==> config.mk <==
export PLATFORM = sky130hd
export DESIGN_NAME = lsu_store_buffer
export DESIGN_NICKNAME = d
export VERILOG_FILES = /design/src/rtl/lsu_store_buffer.sv
export SDC_FILE = /design/constraint.sdc
export NUM_CORES = 1
export LEC_CHECK = 0
export ABC_AREA = 1
export CORE_MARGIN = 1.5
export CORE_UTILIZATION = 56
export CTS_CLUSTER_SIZE = 12
export DETAILED_ROUTE_END_ITERATION = 8
export PLACE_DENSITY = 0.79
export SYNTH_ARGS = -nofsm -noshare
export SYNTH_HDL_FRONTEND = slang
export SYNTH_SLANG_ARGS = --single-unit
==> constraint.sdc <==
create_clock -name clk -period 4.5 [get_ports clk]
set_clock_uncertainty 0.05 [all_clocks]
set_input_delay 1.35 -clock clk [delete_from_list [all_inputs] [get_ports clk]]
set_output_delay 1.35 -clock clk [all_outputs]
set_load 0.02 [all_outputs]
==> src/rtl/lsu_store_buffer.sv <==
// lsu_store_buffer: load/store unit sitting between the MEM stage and the ram
// block. Stores are posted into an in-order FIFO and written back whenever the
// ram port is idle. Loads use the port directly, one-cycle latency. Illegal or
// misaligned requests are answered with resp_err and never reach ram. The
// flush handshake (RUN -> FLUSH -> DONE) empties the FIFO for fences and halts.
//
// Optional feature macro: STORE_FWD_EN
//   defined   : a load hitting a pending word store (youngest match) is
//               answered from the FIFO without stalling and without ram_load.
//   undefined : every load that overlaps a pending store stalls until drained.
//
// state | meaning
// ------+------------------------------------------------------------
// RUN   | normal operation, requests accepted, FIFO drains when idle
// FLUSH | requests blocked, FIFO drains every cycle until empty
// DONE  | FIFO empty, flush_done high until flush_req drops

module lsu_store_buffer #(
  parameter int DEPTH = 4
) (
  input  logic        clk,
  input  logic        rst,
  input  logic        req_valid,
  output logic        req_ready,
  input  logic        req_store,
  input  logic [2:0]  req_access,
  input  logic [31:0] req_addr,
  input  logic [31:0] req_wdata,
  output logic        resp_valid,
  output logic [31:0] resp_rdata,
  output logic        resp_err,
  input  logic        flush_req,
  output logic        flush_done,
  output logic        ram_load,
  output logic        ram_store,
  output logic [2:0]  ram_access,
  output logic [31:0] ram_addr,
  output logic [31:0] ram_data_in,
  input  logic [31:0] ram_data_out
);

  localparam int PW = $clog2(DEPTH);
  localparam int CW = PW + 1;

  localparam logic [1:0] ST_RUN   = 2'd0;
  localparam logic [1:0] ST_FLUSH = 2'd1;
  localparam logic [1:0] ST_DONE  = 2'd2;

  localparam logic [2:0] ACC_B  = 3'b000;
  localparam logic [2:0] ACC_H  = 3'b001;
  localparam logic [2:0] ACC_W  = 3'b010;
  localparam logic [2:0] ACC_BU = 3'b100;
  localparam logic [2:0] ACC_HU = 3'b101;

  logic [1:0]    state_q, state_d;
  logic [PW-1:0] head_q, head_d;
  logic [PW-1:0] tail_q, tail_d;
  logic [CW-1:0] count_q, count_d;
  logic [2:0]    ent_access_q [DEPTH];
  logic [2:0]    ent_access_d [DEPTH];
  logic [31:0]   ent_addr_q   [DEPTH];
  logic [31:0]   ent_addr_d   [DEPTH];
  logic [31:0]   ent_wdata_q  [DEPTH];
  logic [31:0]   ent_wdata_d  [DEPTH];
  logic          resp_valid_q, resp_valid_d;
  logic          resp_err_q, resp_err_d;
  logic [31:0]   resp_rdata_q, resp_rdata_d;

  logic req_legal;
  logic req_is_load;
  logic hazard_any;
  logic stall;
  logic accept;
  logic load_fire;
  logic push;
  logic pop;

`ifdef STORE_FWD_EN
  logic [PW-1:0] young_idx;
  logic          fwd_hit;
  logic          fwd_take;
  logic [31:0]   fwd_word;
  logic [31:0]   fwd_lane;
  logic [31:0]   fwd_data;
`endif

  // Access legality: code supported for the direction and natural alignment.
  always_comb begin
    req_legal = 1'b0;
    case (req_access)
      ACC_B:   req_legal = 1'b1;
      ACC_H:   req_legal = ~req_addr[0];
      ACC_W:   req_legal = (req_addr[1:0] == 2'b00);
      ACC_BU:  req_legal = ~req_store;
      ACC_HU:  req_legal = ~req_store & ~req_addr[0];
      default: req_legal = 1'b0;
    endcase
    req_is_load = ~req_store & req_legal;
  end

  // Word-address match against every live FIFO entry, oldest to youngest.
  always_comb begin
    hazard_any = 1'b0;
`ifdef STORE_FWD_EN
    young_idx = '0;
`endif
    for (int i = 0; i < DEPTH; i++) begin
      if ((CW'(i) < count_q) &&
          (ent_addr_q[head_q + PW'(i)][31:2] == req_addr[31:2])) begin
        hazard_any = 1'b1;
`ifdef STORE_FWD_EN
        young_idx = head_q + PW'(i);
`endif
      end
    end
  end

`ifdef STORE_FWD_EN
  // Forward from the youngest matching entry only when it holds a full word.
  always_comb begin
    fwd_hit  = hazard_any && (ent_access_q[young_idx] == ACC_W);
    fwd_word = ent_wdata_q[young_idx];
    fwd_lane = fwd_word >> {req_addr[1:0], 3'b000};
    fwd_data = 32'h0;
    case (req_access)
      ACC_B:   fwd_data = {{24{fwd_lane[7]}}, fwd_lane[7:0]};
      ACC_BU:  fwd_data = {24'h0, fwd_lane[7:0]};
      ACC_H:   fwd_data = {{16{fwd_lane[15]}}, fwd_lane[15:0]};
      ACC_HU:  fwd_data = {16'h0, fwd_lane[15:0]};
      ACC_W:   fwd_data = fwd_word;
      default: fwd_data = 32'h0;
    endcase
    stall = hazard_any && !fwd_hit;
  end
`else
  // Without forwarding any overlap with a pending store must wait for drain.
  always_comb begin
    stall = hazard_any;
  end
`endif

  // Handshake, port arbitration and ram port drive.
  always_comb begin
    req_ready = (state_q == ST_RUN) && (count_q < CW'(DEPTH)) &&
                !(req_is_load && stall);
    accept    = req_valid && req_ready;
`ifdef STORE_FWD_EN
    fwd_take  = accept && req_is_load && fwd_hit;
    load_fire = accept && req_is_load && !fwd_hit;
`else
    load_fire = accept && req_is_load;
`endif
    push      = accept && req_store && req_legal;
    pop       = (count_q != '0) && !load_fire;

    ram_load    = load_fire;
    ram_store   = pop;
    ram_access  = 3'b000;
    ram_addr    = 32'h0;
    ram_data_in = 32'h0;
    if (load_fire) begin
      ram_access = req_access;
      ram_addr   = req_addr;
    end else if (pop) begin
      ram_access  = ent_access_q[head_q];
      ram_addr    = ent_addr_q[head_q];
      ram_data_in = ent_wdata_q[head_q];
    end
  end

  // FIFO pointers, occupancy and entry storage.
  always_comb begin
    head_d       = head_q;
    tail_d       = tail_q;
    count_d      = count_q;
    ent_access_d = ent_access_q;
    ent_addr_d   = ent_addr_q;
    ent_wdata_d  = ent_wdata_q;
    if (pop) begin
      head_d = head_q + PW'(1);
    end
    if (push) begin
      tail_d               = tail_q + PW'(1);
      ent_access_d[tail_q] = req_access;
      ent_addr_d[tail_q]   = req_addr;
      ent_wdata_d[tail_q]  = req_wdata;
    end
    case ({push, pop})
      2'b10:   count_d = count_q + CW'(1);
      2'b01:   count_d = count_q - CW'(1);
      default: count_d = count_q;
    endcase
  end

  // Response registered one cycle after acceptance; stores answer as posted.
  always_comb begin
    resp_valid_d = accept;
    resp_err_d   = accept && !req_legal;
`ifdef STORE_FWD_EN
    resp_rdata_d = load_fire ? ram_data_out : (fwd_take ? fwd_data : 32'h0);
`else
    resp_rdata_d = load_fire ? ram_data_out : 32'h0;
`endif
  end

  // Flush sequencing; FLUSH exits on the occupancy seen at the start of a cycle.
  always_comb begin
    state_d = state_q;
    case (state_q)
      ST_RUN:   if (flush_req) state_d = ST_FLUSH;
      ST_FLUSH: if (count_q == '0) state_d = ST_DONE;
      ST_DONE:  if (!flush_req) state_d = ST_RUN;
      default:  state_d = ST_RUN;
    endcase
  end

  // State registers; reset discards any pending stores.
  always_ff @(posedge clk) begin
    if (!rst) begin
      state_q      <= ST_RUN;
      head_q       <= '0;
      tail_q       <= '0;
      count_q      <= '0;
      resp_valid_q <= 1'b0;
      resp_err_q   <= 1'b0;
      resp_rdata_q <= 32'h0;
      for (int i = 0; i < DEPTH; i++) begin
        ent_access_q[i] <= 3'b000;
        ent_addr_q[i]   <= 32'h0;
        ent_wdata_q[i]  <= 32'h0;
      end
    end else begin
      state_q      <= state_d;
      head_q       <= head_d;
      tail_q       <= tail_d;
      count_q      <= count_d;
      resp_valid_q <= resp_valid_d;
      resp_err_q   <= resp_err_d;
      resp_rdata_q <= resp_rdata_d;
      ent_access_q <= ent_access_d;
      ent_addr_q   <= ent_addr_d;
      ent_wdata_q  <= ent_wdata_d;
    end
  end

  assign resp_valid = resp_valid_q;
  assign resp_err   = resp_err_q;
  assign resp_rdata = resp_rdata_q;
  assign flush_done = (state_q == ST_DONE);

endmodule
==> results.md <==
* Crit path required time at about 3.1 ns
* HP Start: ent_access_q[2]$_SDFFE_PN0P_
* Tcrit/Tclk final at 1.081
* Share of the yosys chip area belonging to registers at 0.4028
* Nets@finish at roughly 2,900
* First-pass GRT wire length at ~84,000 um
* Post-synthesis instance total at 2,393
* Leak Pwr at roughly 9.4 nW
* Synthesized area per cell at 6.459 um^2
* Post-synthesis sequential element count at ~310
* Number of global-route vias before repair at about 17,000
* Kind of end point of the critical path: output pin
* Total track usage at 0.3578
* Clk root buf: sky130_fd_sc_hd__clkbuf_16
* Number of antenna violations at the first check in global routing at 0
* Total core area at ~0.027 mm^2
* Number of iterations in the first detailed-routing pass at 7
* Post-DP HPWL at 32,140 um
* Full die area at roughly 0.029 mm^2
* Share of async-settable or async-resettable flops after synthesis at 0
* Antenna viol nets, final at 0
* Number of buffers inserted during clock tree synthesis at 35
* Post-route DRC violation count at 0
* Horizontal die dimension at 169.1 um
* Hold worst-path end: ent_access_q[2]$_SDFFE_PN0P_
* Final worst setup slack at -0.3647 ns
* Critical path launch point: head_q[0]$_SDFFE_PN0P_
* Detailed Route WL at between 50,000 and 60,000 um
* Boundary Pins at 209
* Final cell count without fillers at approximately 3,100
* Post-route minimum period at between 4 and 5 ns
* CTS Hold Bufs at 0
* Layout-stage area growth over the synthesis result at 42.19%
* Startpoint class of the critical path: register
* Data arrival, critical path at approximately 3.5 ns
* Worst hold path class: reg2reg
* Number of buffers on the longest clock path at 3
* Worst reg2reg path depth at 26
* YS warnings at 0
* Final setup fails at 70
* Final number of hold-violating endpoints at 0
* Run status: complete, but fails checks
* Crit Reg-Reg Startpoint: head_q[0]$_SDFFE_PN0P_
* First DRT Iteration DRCs at about 2,700
* Number of H-tree branching levels at 2
* Largest net degree at the start of global routing at roughly 130
* Post-synthesis net count at 2,506
* DR vias/cell at between 6 and 7
* Die height at around 170 um
* Combined area of all synthesized cells at 0.01546 mm^2
* Maximum frequency from static timing analysis at ~0.21 GHz
* Proportion of netlist area held by the largest area contributor at 0.4028
* CP Class: reg2out
* Clock Sink Count at around 310
* Synth top area cells: sky130_fd_sc_hd__dfxtp_1 (40%), sky130_fd_sc_hd__nand2_1 (17%), sky130_fd_sc_hd__o21ai_0 (9.4%)
* Final antenna diode count at 0
* Layout cell share with drive strength beyond 1 at 0.2128
* RSZ-0062 raised after global routing: true
* Global route total overflow at 0
* Buffers added on ports at approximately 210
* Total number of vias at roughly 19,000
* Maximum vdd drop at 458.8 uV
* Max-slew violation count at 0
* List of most frequent post-synthesis cells: sky130_fd_sc_hd__nand2_1 (690), sky130_fd_sc_hd__nor2_1 (355), sky130_fd_sc_hd__dfxtp_1 (311)
* Count of cell types in the netlist at 30
* Highest net fanout along the worst path at 10
* Number of cells on the worst hold path at 2
* Area leader, netlist: sky130_fd_sc_hd__dfxtp_1
* Clk Latency, worst-skew pair at between 0.5 and 0.6 ns
* Number of placed cells counting well taps at 2,973
* Rel. slew slack at 0.2969
* Clock transition at the register clock pins on the worst setup and hold paths after CTS at 0.06 ns
* Average wire per cell in the routed design at between 15 and 20 um
* Number of core rows at 60
* Reg2reg setup slack at 0.68 ns
* Number of flops mapped to enable cells by yosys at 0
* Cell with the most instances after synthesis: sky130_fd_sc_hd__nand2_1
* TritonCTS clock tree: yes
* Violated checks: negative setup slack
* Worst-margin pin slew at about 1.0 ns
* Final instance area at between 0.02 and 0.025 mm^2
* # Max-Cap Violations at 0
* Reg-to-reg endpoint: count_q[2]$_SDFFE_PN0P_
* Post-synth top flop: sky130_fd_sc_hd__dfxtp_1
* Initial Util at 0.5719
* Fraction of the core area covered by cells at the end of the flow at 0.8132
* Gp weighted congestion at about 0.95
* Instance area at placement at roughly 0.019 mm^2
* Pwr/cell area at 538.5 mW/mm^2
==> registers in the layout, summed over array words and instances, names as in the netlist <==
name / flops
ent_addr_q: 128
ent_wdata_q: 128
resp_rdata: 32
ent_access_q: 12
count_q: 3
head_q: 2
state_q: 2
tail_q: 2
resp_err: 1
resp_valid: 1
==> cell usage in the layout, fill, tap and decap left out, types with 7 or more instances in the layout <==
cell,count
sky130_fd_sc_hd__a21oi_1,138
sky130_fd_sc_hd__a22oi_1,39
sky130_fd_sc_hd__a31oi_1,7
sky130_fd_sc_hd__a31oi_2,8
sky130_fd_sc_hd__a31oi_4,17
sky130_fd_sc_hd__buf_12,30
sky130_fd_sc_hd__buf_2,25
sky130_fd_sc_hd__buf_4,210
sky130_fd_sc_hd__buf_6,55
sky130_fd_sc_hd__clkbuf_1,12
sky130_fd_sc_hd__clkbuf_16,49
sky130_fd_sc_hd__clkdlybuf4s15_2,13
sky130_fd_sc_hd__clkdlybuf4s50_1,103
sky130_fd_sc_hd__dfxtp_1,309
sky130_fd_sc_hd__ha_1,9
sky130_fd_sc_hd__inv_1,72
sky130_fd_sc_hd__inv_2,25
sky130_fd_sc_hd__nand2_1,641
sky130_fd_sc_hd__nand2_2,42
sky130_fd_sc_hd__nand3_1,151
sky130_fd_sc_hd__nand3_2,21
sky130_fd_sc_hd__nand4_1,7
sky130_fd_sc_hd__nor2_1,339
sky130_fd_sc_hd__nor2_2,11
sky130_fd_sc_hd__o21ai_0,279
sky130_fd_sc_hd__o21ai_1,16
sky130_fd_sc_hd__o22ai_1,21
sky130_fd_sc_hd__o22ai_2,9
sky130_fd_sc_hd__xor2_1,8
==> worst max path at each step <==
stage / to / slack [ns] / depth (start not counted)
final: ram_addr[0] / -0.36 / 23
after global routing: ram_addr[0] / -0.45 / 22
after CTS: ram_addr[0] / -0.20 / 18
after detailed placement: ram_addr[30] / -1.27 / 15
after global placement: ram_addr[30] / -1.22 / 17
after floorplan: ram_access[2] / 0.12 / 12
==> cells by family after synthesis <==
kind of cell             after synthesis  synth area share
AO/OA/AOI/OAI                        549            0.1900
XOR/XNOR                              14          0.007933
adder cells (fa/ha/maj)                9          0.007285
buffers and inverters                268           0.07204
flip-flops                           311            0.4028
AND/OR/NAND/NOR                     1242            0.3200
==> power by group <==
part	switching (mW)	internal, mW	leakage (nW)
Combinational	3.47	2.64	6.39
Clock	1.14	1.67	0.533
Sequential	0.0831	2.84	2.51
Total	4.69	7.15	9.43
==> per-stage QoR <==
stage	total power [mW]	hold slack, ns	setup TNS [ns]	setup slack (ns)
2_1_floorplan	5.338	0.3690	0	0.1226
3_5_place_dp	7.212	0.3842	-79.09	-1.270
5_1_grt	12.21	0.4170	-24.45	-0.4504
6_report	11.83	0.4037	-18.67	-0.3647
3_3_place_gp	7.140	0.3775	-74.93	-1.219
4_1_cts	10.65	0.3949	-6.485	-0.1993
==> metal layers <==
layer | track usage | vias to the layer above | routed length, um
met2 | 0.6021 | 1300 | 26690
met4 | 0.2062 | 0 | 3473
met5 | 0 | - | 0
li1 | - | 8565 | -
met1 | 0.4372 | 8512 | 21010
met3 | 0.05387 | 319 | 6145
==> critical path, cell delays in order, from the launching register on <==
cell                        delay, ns
sky130_fd_sc_hd__dfxtp_4         0.44
sky130_fd_sc_hd__buf_12          0.17
sky130_fd_sc_hd__buf_4           0.13
sky130_fd_sc_hd__clkbuf_16       0.15
sky130_fd_sc_hd__nand2_1         0.08
sky130_fd_sc_hd__nand2_1         0.11
sky130_fd_sc_hd__nand2_1         0.10
sky130_fd_sc_hd__nand2_1         0.10
sky130_fd_sc_hd__nand2_1         0.08
sky130_fd_sc_hd__nand4_1         0.12
sky130_fd_sc_hd__nor2_2          0.06
sky130_fd_sc_hd__nand2_2         0.07
sky130_fd_sc_hd__nor2_1          0.05
sky130_fd_sc_hd__nand2_1         0.06
sky130_fd_sc_hd__nand2_1         0.07
sky130_fd_sc_hd__a21oi_2         0.19
sky130_fd_sc_hd__nand4_4         0.16
sky130_fd_sc_hd__nand2_8         0.19
sky130_fd_sc_hd__buf_12          0.16
sky130_fd_sc_hd__inv_8           0.04
sky130_fd_sc_hd__buf_6           0.12
sky130_fd_sc_hd__nand2_2         0.04
sky130_fd_sc_hd__o21ai_1         0.06
sky130_fd_sc_hd__buf_4           0.17
==> area by class of cell <==
cell class | count | area [um^2]
Clock inverter | 4 | 85.08
Clock buffer | 53 | 1015
Multi-Input combinational cell | 1814 | 9017
Inverter | 112 | 489.2
Fill cell | 1722 | 5047
Timing Repair inverter | 1 | 20.02
Timing Repair Buffer | 463 | 4692
Sequential cell | 311 | 6233
Tap cell | 341 | 426.7
==> repair_timing <==
action | 4_1_cts | 5_1_grt
resized for setup | 645 | 154
gates cloned | 5 | 15
endpoints found under the setup margin | 70 | 70
pin swaps | 45 | 20
setup buffers | 30 | 20
Note: power is estimated with default switching activity, not from simulation.
